===== config.mk =====
export PLATFORM = sky130hd
export DESIGN_NAME = reload_down_counter_flat
export DESIGN_NICKNAME = d
export VERILOG_FILES = /design/src/rtl/counter_pkg.sv /design/src/rtl/reload_down_counter_if.sv /design/src/rtl/reload_down_counter.sv /design/src/flat_wrapper.sv
export SDC_FILE = /design/constraint.sdc
export NUM_CORES = 1
export LEC_CHECK = 0
export BUFFER_PORTS_ARGS = -buffer_cell sky130_fd_sc_hd__buf_2
export CORE_MARGIN = 1.5
export CORE_UTILIZATION = 49
export CTS_BUF_LIST = sky130_fd_sc_hd__clkbuf_8
export CTS_CLUSTER_DIAMETER = 40
export DETAILED_ROUTE_END_ITERATION = 7
export GPL_TIMING_DRIVEN = 0
export PLACE_DENSITY = 0.87
export RECOVER_POWER = 100
export SYNTH_ARGS = -nofsm -noshare
export SYNTH_HDL_FRONTEND = slang
export SYNTH_SLANG_ARGS = --single-unit

===== constraint.sdc =====
create_clock -name clk -period 1.7 [get_ports clk]
set_input_delay 0.17 -clock clk [delete_from_list [all_inputs] [get_ports clk]]
set_output_delay 0.17 -clock clk [all_outputs]
set_load 0.01 [all_outputs]

===== src/rtl/counter_pkg.sv =====
// Shared encodings for the counter/timer family: expiry modes and run state.
package counter_pkg;

  typedef enum logic [1:0] {
    MODE_WRAP    = 2'b00,
    MODE_RELOAD  = 2'b01,
    MODE_ONESHOT = 2'b10,
    MODE_RSVD    = 2'b11
  } mode_e;

  typedef enum logic {
    ST_RUN  = 1'b0,
    ST_DONE = 1'b1
  } state_e;

endpackage


===== src/rtl/reload_down_counter_if.sv =====
// Control and status bundle of reload_down_counter; master drives, slave is the counter.
interface reload_down_counter_if #(
  parameter int WIDTH = 8
);
  logic             en;
  logic             load;
  logic [WIDTH-1:0] load_val;
  logic [1:0]       mode;
  logic [WIDTH-1:0] count;
  logic             zero;
  logic             tc;
  logic             done;

  modport master (
    output en, load, load_val, mode,
    input  count, zero, tc, done
  );

  modport slave (
    input  en, load, load_val, mode,
    output count, zero, tc, done
  );
endinterface


===== src/rtl/reload_down_counter.sv =====
// Loadable down counter with WRAP / RELOAD / ONESHOT expiry and a registered
// terminal-count pulse.
module reload_down_counter
  import counter_pkg::*;
#(
  parameter int               WIDTH   = 8,
  parameter logic [WIDTH-1:0] RST_VAL = {WIDTH{1'b1}}
) (
  input  logic                  clk,
  input  logic                  rst,
  reload_down_counter_if.slave  bus
);

  logic [WIDTH-1:0] count_q, count_d;
  logic [WIDTH-1:0] reload_q, reload_d;
  state_e           state_q, state_d;
  logic             tc_q, tc_d;

  // Next-count decode: load beats expiry beats decrement beats hold.
  always_comb begin
    count_d  = count_q;
    reload_d = reload_q;
    state_d  = state_q;
    tc_d     = 1'b0;
    if (bus.load) begin
      count_d  = bus.load_val;
      reload_d = bus.load_val;
      state_d  = ST_RUN;
    end else if (bus.en && state_q == ST_RUN) begin
      if (count_q == '0) begin
        tc_d = 1'b1;
        // Mode only matters here, so a mid-count change affects the next expiry.
        case (mode_e'(bus.mode))
          MODE_RELOAD:  count_d = reload_q;
          MODE_ONESHOT: begin
            count_d = '0;
            state_d = ST_DONE;
          end
          default:      count_d = {WIDTH{1'b1}};
        endcase
      end else begin
        count_d = count_q - 1'b1;
      end
    end
  end

  always_ff @(posedge clk or negedge rst) begin
    if (!rst) begin
      count_q  <= RST_VAL;
      reload_q <= RST_VAL;
      state_q  <= ST_RUN;
      tc_q     <= 1'b0;
    end else begin
      count_q  <= count_d;
      reload_q <= reload_d;
      state_q  <= state_d;
      tc_q     <= tc_d;
    end
  end

  assign bus.count = count_q;
  assign bus.zero  = (count_q == '0);
  assign bus.tc    = tc_q;
  assign bus.done  = (state_q == ST_DONE);

endmodule

===== src/flat_wrapper.sv =====
// flat-port wrapper written by rule: the top's interface ports become plain ports
module reload_down_counter_flat import counter_pkg::*;
#(
  parameter int               WIDTH   = 8,
  parameter logic [WIDTH-1:0] RST_VAL = {WIDTH{1'b1}}
)
  (clk, rst, bus_en, bus_load, bus_load_val, bus_mode, bus_count, bus_zero, bus_tc, bus_done);
  reload_down_counter_if #(.WIDTH(WIDTH)) bus_i ();
  input  logic clk;
  input  logic rst;
  input wire logic [$bits(bus_i.en)-1:0] bus_en;
  input wire logic [$bits(bus_i.load)-1:0] bus_load;
  input wire logic [$bits(bus_i.load_val)-1:0] bus_load_val;
  input wire logic [$bits(bus_i.mode)-1:0] bus_mode;
  output wire logic [$bits(bus_i.count)-1:0] bus_count;
  output wire logic [$bits(bus_i.zero)-1:0] bus_zero;
  output wire logic [$bits(bus_i.tc)-1:0] bus_tc;
  output wire logic [$bits(bus_i.done)-1:0] bus_done;
  assign bus_i.en = bus_en;
  assign bus_i.load = bus_load;
  assign bus_i.load_val = bus_load_val;
  assign bus_i.mode = bus_mode;
  assign bus_count = bus_i.count;
  assign bus_zero = bus_i.zero;
  assign bus_tc = bus_i.tc;
  assign bus_done = bus_i.done;
  reload_down_counter #(.WIDTH(WIDTH), .RST_VAL(RST_VAL)) u_core (.clk(clk), .rst(rst), .bus(bus_i));
endmodule

**Word-level counts from Yosys, hierarchy flattened**

Index checks and enable logic that the tools add are counted.

- Add/subtract/negate cells: 1
- Mux-type cells: 11
- Equality and inequality tests: 2
- Reduce and logical (&&, ||, !) cells: 6
- Bitwise gates (word level): 1

Operators with widths:

| kind | number |
|---|---|
| $mux 8 | 3 |
| $pmux 8 s2 | 1 |
| $logic_not 8->1 | 1 |
| $sub 8x1->8 const B | 1 |
| $mux 1 | 7 |
| $reduce_bool 2->1 | 3 |
| $reduce_and 3->1 | 1 |
| $eq 2x1->1 const B | 1 |
| $eq 2x2->1 const B | 1 |
| $logic_and 1x1->1 | 1 |
| $not 1->1 | 1 |

- Output and inout port bits: 11
- Input bits: 14
- Logic and storage cells: 25
- Flip-flop bits (word level): 18

**Longest topological paths before layout**

Gate-level depths: netlist (run 1).

- Depth after elaboration: 5
- Gate-level depth with buffers: 8
- Depth with buffers taken out: 7

**Worst setup path after synthesis (run 1)**

No wires, ideal clock.

- Path kind: reg-to-reg
- Start point: reg u_core.count_q[0] (netlist: u_core.bus.count[0])
- End point: reg u_core.count_q[1] (netlist: u_core.bus.count[1])
- Library setup time: 0.083 ns
- Clock period less this slack: 1.718 ns
- Cell stages (with the launch flop): 8
- Buffers on the path: 0
- Data required time: 1.617 ns
- Arrival time: 1.634 ns
- Path slack: -0.018 ns
- Cell sequence: dfstp_2 inv_1 ha_1 nor3b_1 nand2_2 inv_2 or3_1 a41oi_1

- Cells in the longest elaborated chain, start to end: 4
- Elaborated cells between the ends (all ways): 5
- Classes of those cells: 1 x add/sub; 3 x mux; 1 x reduce/logical

Ends and longest elaborated chain:

| what | RTL line | source |
|---|---|---|
| start, declared | reload_down_counter.sv:14 | `logic [WIDTH-1:0] count_q, count_d;` |
| start signal, assigned | reload_down_counter.sv:54 | `count_q <= count_d;` |
| $sub 8x1->8 / $logic_not 8->1 (equally long branches) | reload_down_counter.sv:42, reload_down_counter.sv:30 |  |
| $mux 8 * | reload_down_counter.sv:30 | `if (count_q == '0) begin` |
| $mux 8 * | reload_down_counter.sv:29 | `end else if (bus.en && state_q == ST_RUN) begin` |
| $mux 8 * | reload_down_counter.sv:25 | `if (bus.load) begin` |

Every way passes the cells marked *; elsewhere a longest branch is shown, timed or not. The select of a mux whose other input is x is not followed.
A chain may end at the register's enable or synchronous reset.

**Worst setup path in the final report (run 1)**

- Start point: reg u_core.count_q[0] (netlist: u_core.bus.count[0])
- End point: reg u_core.count_q[0] (netlist: u_core.bus.count[0])

The elaborated chain is that of the path after synthesis.

==> results_dict.tcl, run 1 <==
set metrics [dict create \
    root_buffer "clkbuf_8" \
    grtUsageMet2 0.434 \
    finalPower_uw 1200 \
    clockBufferDepth 2 \
    clock_power_share 0.294 \
    finalWirelength_um 3020 \
    die_height_um 48.9 \
    stdcell_count 169 \
    share_comb_of_total_power 0.238 \
    syn2layout_area_growth_pct 34.3 \
    finClkSkew_ns 0.00536 \
    rows 16 \
    fin_crit_ns 1.75 \
    power_switching_uw 352 \
    dp_hpwl_um 1770 \
    antenna_found_initial 0 \
    synth_seq_cells 18 \
    io_pins 25 \
    setup_viol 4 \
    grt_usage 0.252 \
    numPlacedInstances 154 \
    start_util 0.526 \
    synth-edff-count 0 \
    drt-initial-drc-count 53 \
    synth_area_sq_mm 0.00103 \
    peakVddDrop_mv 0.488 \
    synthMuxAreaShare 0.0850 \
    grt_pass1_vias 982 \
    synth_top_family_by_area "compound AO/OA/AOI/OAI gates" \
    grt_pass1_wl_um 4640 \
    seq_power_share 0.467 \
    power.density_mw_per_mm2 863 \
    crit_path_end_kind "flop" \
    gp_routability_congestion 0.927 \
    synthCells 104 \
    run_status "finished with violations" \
    tightest_slew_ns 0.959 \
    portBuffers 23 \
    synth_compound_area_frac 0.194 \
    drv_cap 0 \
    grtUsageMet3 0.0215 \
    ys.flop_type "dfstp_2" \
    grt_setup_unrepaired "yes" \
    slowest_delay_ns 0.56 \
    grt_use_met1 0.318 \
    drc 0 \
    p_leak_uw 0.000576 \
    final_antenna_net_count 0 \
    htree_levels 1 \
    clk_pin_slew_ns 0.06 \
    busiest_layer "met2" \
    dieArea_sq_mm 0.00239 \
    cts_sinks 18 \
    antenna_cells 0 \
    seq_area_frac_synth 0.456 \
    crit_chain "inv_4, ha_4, nor3b_4, nand2_2, inv_2, buf_6, buf_4, o211ai_1, a41oi_2" \
    gr-total-overflow 0 \
    drive_above_1_share 0.486 \
    die_w_um 48.9 \
    firstDrtPassIters 5 \
    start_kind "flop" \
    violations "negative setup slack" \
    async_flop_share 1.00 \
    wl_per_cell_um 17.8 \
    cp_slowest_cell "dfstp_2" \
    viasPerCell 6.09 \
    finalHoldViolCount 0 \
    vias 1030 \
    layout_worst_path_cycle_share 1.03 \
    clk_latency_ns 0.26 \
    synth_nets 120 \
    slew-limit-headroom 0.361 \
    ys_warn_count 0 \
    cts_tree "done" \
    grt_max_degree 19 \
    worstPathArrival_ns 1.89 \
    clock.fmax_ghz 0.572 \
    setup_ws_ns -0.0479 \
    synth-simple-area-share 0.167 \
    synth-xor-area-share 0.0170 \
    slew_viol_final 0 \
    p_int_uw 844 \
    cp_max_fo 4 \
    path_class "flop to flop" \
    yosys.cell_types.count 35 \
    core_area_sq_mm 0.00196 \
    netSwitchingFraction 0.294 \
    crit_required_ns 1.84 \
    avgSynthCellArea_sq_um 9.91 \
    numCtsBuffers 3 \
    synth_adder_area_share 0.0243 \
    nets 159 \
    min_path_type "primary input to flop" \
]
[synthesized netlist by cell type (2+ instances only)]
master | count | share of area
dfstp_2 | 16 | 0.41
nor2_1 | 8 | 0.029
inv_1 | 7 | 0.025
mux2_2 | 6 | 0.066
o211ai_1 | 6 | 0.044
a31oi_1 | 5 | 0.030
o21ai_0 | 5 | 0.024
nand2_1 | 4 | 0.015
o22ai_1 | 4 | 0.024
a21oi_1 | 3 | 0.015
clkbuf_1 | 3 | 0.011
nand2b_1 | 3 | 0.018
a41oi_1 | 2 | 0.017
and2_1 | 2 | 0.012
dfrtp_1 | 2 | 0.049
ha_1 | 2 | 0.024
mux2i_1 | 2 | 0.019
nand3_1 | 2 | 0.0097
nor2b_1 | 2 | 0.012
nor3b_1 | 2 | 0.015
nor4_2 | 2 | 0.024
or4_1 | 2 | 0.015
xor2_1 | 2 | 0.017
[critical path: cells and delay by family (launching register included)]
family,cells,cell delay (ns)
adders and majority gates,1,0.15
AOI/OAI and AO/OA,2,0.28
buffers and inverters,4,0.38
DFF,1,0.56
and+or+nand+nor,2,0.26
[metal layers]
| layer | up-vias | share of wire |
|---|---|---|
| met5 | - | 0 |
| met4 | 0 | 0.051 |
| met3 | 23 | 0.069 |
| met2 | 62 | 0.48 |
| met1 | 489 | 0.40 |
| li1 | 456 | - |
[power by group through the flow]
stage / clock network, uW / registers, uW / logic (uW)
6_report: 352 / 559 / 285
5_1_grt: 372 / 566 / 314
4_1_cts: 350 / 556 / 263
3_5_place_dp: 0 / 563 / 221
3_3_place_gp: 0 / 559 / 214
2_1_floorplan: 0 / 564 / 134
[path summary, 6_finish.rpt]
check | start | end | slack (ns) | depth (start not counted)
worst min-delay path | bus_load_val[6] | u_core.bus.count[6] | 0.17 | 3
worst max register to register | u_core.bus.count[0] | u_core.bus.count[0] | -0.05 | 9
max in group asynchronous | rst | u_core.bus.done | 0.54 | 2
worst min register to register | u_core.reload_q[1] | u_core.reload_q[1] | 0.48 | 2
worst max-delay path | u_core.bus.count[0] | u_core.bus.count[0] | -0.05 | 9
min in group asynchronous | rst | u_core.bus.tc | 0.59 | 2
[final cells by class]
type / instances / area (sq um)
buffer: 6 / 30.0
clock buffer: 4 / 55.1
fill: 145 / 577
inverter: 8 / 32.5
multi-input combinational: 72 / 557
sequential: 18 / 470
tap: 27 / 33.8
timing repair buffer: 34 / 206
[kinds of logic (layout without fill, tap and decap cells)]
logic type	Yosys count	count (layout)
XOR/XNOR	2	2
buffers and inverters	14	52
multiplexers	8	8
adder cells (fa/ha/maj)	2	2
AO/OA/AOI/OAI	30	30
flip-flops	18	18
AND/OR/NAND/NOR	30	30
[stage by stage]
step                setup TNS [ns]  hold WS [ns]  instance area, sq um  worst slack [ns]  utilization
floorplan                        0        -0.126                  1030           0.00563            -
global placement            -0.443         0.104                  1180            -0.102        0.601
detailed placement          -0.833         0.112                  1180            -0.138        0.601
CTS                              0         0.159                  1350           0.00235        0.687
global route                -0.709         0.177                  1390            -0.121        0.706
finish                      -0.103         0.167                  1390           -0.0479        0.706
[cells in the final DEF, fill, tap and decap left out, types with 2 or more instances in the layout]
cell type	n
o211ai_1	6
mux2_2	6
nand2_1	4
a31oi_1	4
inv_1	5
dfstp_2	16
nand2b_1	3
xor2_1	2
clkbuf_8	4
o21ai_0	5
nor2b_1	2
nand3_1	2
a41oi_2	2
a21oi_1	3
and2_1	2
clkbuf_1	8
buf_4	9
o22ai_1	4
buf_2	19
buf_6	3
mux2i_1	2
or4_1	2
nor2_1	8
dfrtp_1	2
inv_2	2
[timing repair]
action,in CTS,in global routing
buffers inserted,8,2
hold buffers,1,0
resized for setup,8,5
endpoints found under the setup margin,9,9
endpoints found under the hold margin,2,0
pin swaps,0,2
[state kept, by name, indices dropped and copies added (netlist names)]
signal / count
u_core.bus.count: 8
u_core.bus.done: 1
u_core.bus.tc: 1
u_core.reload_q: 8
No activity file was read; power rests on OpenSTA's default activity.
==> run 2, diff against run 1 <==
CORE_UTILIZATION = 58   (was 49)
PLACE_DENSITY = 0.95   (was 0.87)
clock period = 2.12 ns   (was 1.7 ns; I/O delays follow)
==> results_dict.tcl, run 2 (synthesized netlist as in run 1, its figures left out) <==
set metrics [dict create \
    run_status "finished clean" \
    numCtsBuffers 3 \
    clk_pin_slew_ns 0.06 \
    io_pins 25 \
    nets 149 \
    dp_hpwl_um 1780 \
    finalHoldViolCount 0 \
    cp_max_fo 10 \
    place_area_sq_mm 0.00117 \
    crit_chain "inv_1, ha_1, nor3b_2, nand2_2, inv_2, buf_4, buf_2" \
    grt_pass1_wl_um 4150 \
    path_class "flop to output pin" \
    holdPathEnd "u_core.reload_q[0]" \
    setup_viol 0 \
    holdWs_ns 0.198 \
    viasPerCell 6.26 \
    syn2layout_area_growth_pct 18.2 \
    portBuffers 23 \
    place_ws_ns 0.186 \
    final_common_cell "buf_2" \
    crit_required_ns 1.91 \
    r2r_slack_ns 0.26 \
    grt_pass1_vias 927 \
    grt_max_degree 19 \
    cts_tree "done" \
    gp_routability_congestion 0.845 \
    wl_per_cell_um 17.1 \
    slowest_delay_ns 0.59 \
    slew_viol_final 0 \
    start_util 0.610 \
    finClkSkew_ns 0.000654 \
    die_w_um 45.2 \
    core_area_sq_mm 0.00169 \
    clockBufferDepth 2 \
    nFillCells 123 \
    htree_levels 1 \
    setup_ws_ns 0.0820 \
    firstDrtPassIters 4 \
    p_leak_uw 0.000509 \
    finalWirelength_um 2540 \
    crit_path_end_kind "output pin" \
    vias 926 \
    rows 15 \
    drc 0 \
    worstHoldStart "bus_load_val[0]" \
    fin_crit_ns 2.04 \
    crit_family "flip-flops" \
    slew-limit-headroom 0.369 \
    drt-initial-drc-count 57 \
    layout_common_cells "buf_2, dfstp_2, clkbuf_1, nor2_1, inv_1" \
    start_kind "flop" \
    layout_worst_path_cycle_share 0.961 \
    final_antenna_net_count 0 \
    clk_latency_ns 0.25 \
    rr_endpoint "u_core.bus.count[1]" \
    r2r-start "u_core.bus.count[0]" \
    peakVddDrop_mv 0.653 \
    gr-total-overflow 0 \
    antenna_cells 0 \
    min_path_cells 3 \
    grt_usage 0.286 \
    min_path_type "primary input to flop" \
    tightest_slew_ns 0.946 \
    cp_slowest_cell "dfstp_2" \
    drv_cap 0 \
    r2r_cells 7 \
    root_buffer "clkbuf_8" \
    post-route-util 0.721 \
    die_height_um 45.2 \
    worstPathArrival_ns 1.83 \
    antenna_found_initial 0 \
    clock.fmax_ghz 0.491 \
    power.density_mw_per_mm2 711 \
    dieArea_sq_mm 0.00204 \
    critPathBufInv 4 \
    final_cell_area_sq_mm 0.00122 \
    cts_sinks 18 \
    drive_above_1_share 0.359 \
]
-- run 2: cell count changes in the layout (fill, tap and decap cells not counted), sizes merged --
cell	previous run	this run
buf	31	21
clkbuf	12	11
-- run 2: timing repair --
action / in CTS / in global routing
setup endpoints to repair: 0 / 1
resized for setup: 0 / 1
endpoints found under the hold margin: 2 / 0
hold buffers: 1 / 0
buffers inserted: 0 / 0
-- run 2: stage by stage --
stage	instances	setup TNS (ns)	total power, uW
finish	148	0	866
global route	148	-0.00413	906
CTS	148	0	872
floorplan	104	0	558
global placement	144	0	619
detailed placement	144	0	631
-- run 2: worst max path at each step --
stage,slack [ns],from,depth (start not counted),end
CTS,0.01,u_core.bus.count[0],7,bus_zero
finish,0.08,u_core.bus.count[0],7,bus_zero
detailed placement,0.19,u_core.bus.count[0],8,u_core.bus.count[7]
floorplan,0.40,u_core.bus.count[0],7,u_core.bus.count[1]
global placement,0.33,u_core.bus.count[0],8,u_core.bus.count[1]
global route,-0.004,u_core.bus.count[0],7,bus_zero
-- run 2: cell type report --
cell class | count | area [sq um] | share of cell area
multi-input cells | 72 | 508 | 0.417
flip-flops and latches | 18 | 470 | 0.386
repair buffers | 24 | 121 | 0.0996
clock buffers | 3 | 41.3 | 0.0339
inverters | 8 | 30.0 | 0.0246
plain buffers | 6 | 26.3 | 0.0216
well taps | 17 | 21.3 | 0.0175
-- run 2: per-layer routing --
metal  track usage  vias to the layer above  part of all wire
li1              -                      433                 -
met1         0.357                      448              0.41
met2         0.466                       41              0.52
met3        0.0640                        4             0.067
met5             0                        -                 0
met4         0.135                        0            0.0099
-- run 2: power by group --
group          leakage [uW]  switching, uW  total, uW  internal [uW]
registers          0.000193           44.0        445            401
clock network     0.0000216            108        234            126
logic              0.000294            103        187           84.4
-- run 2: worst min-delay path, cell delays in order --
cell	delay, ns
buf_2	0.08
nand2_1	0.05
o21ai_0	0.07
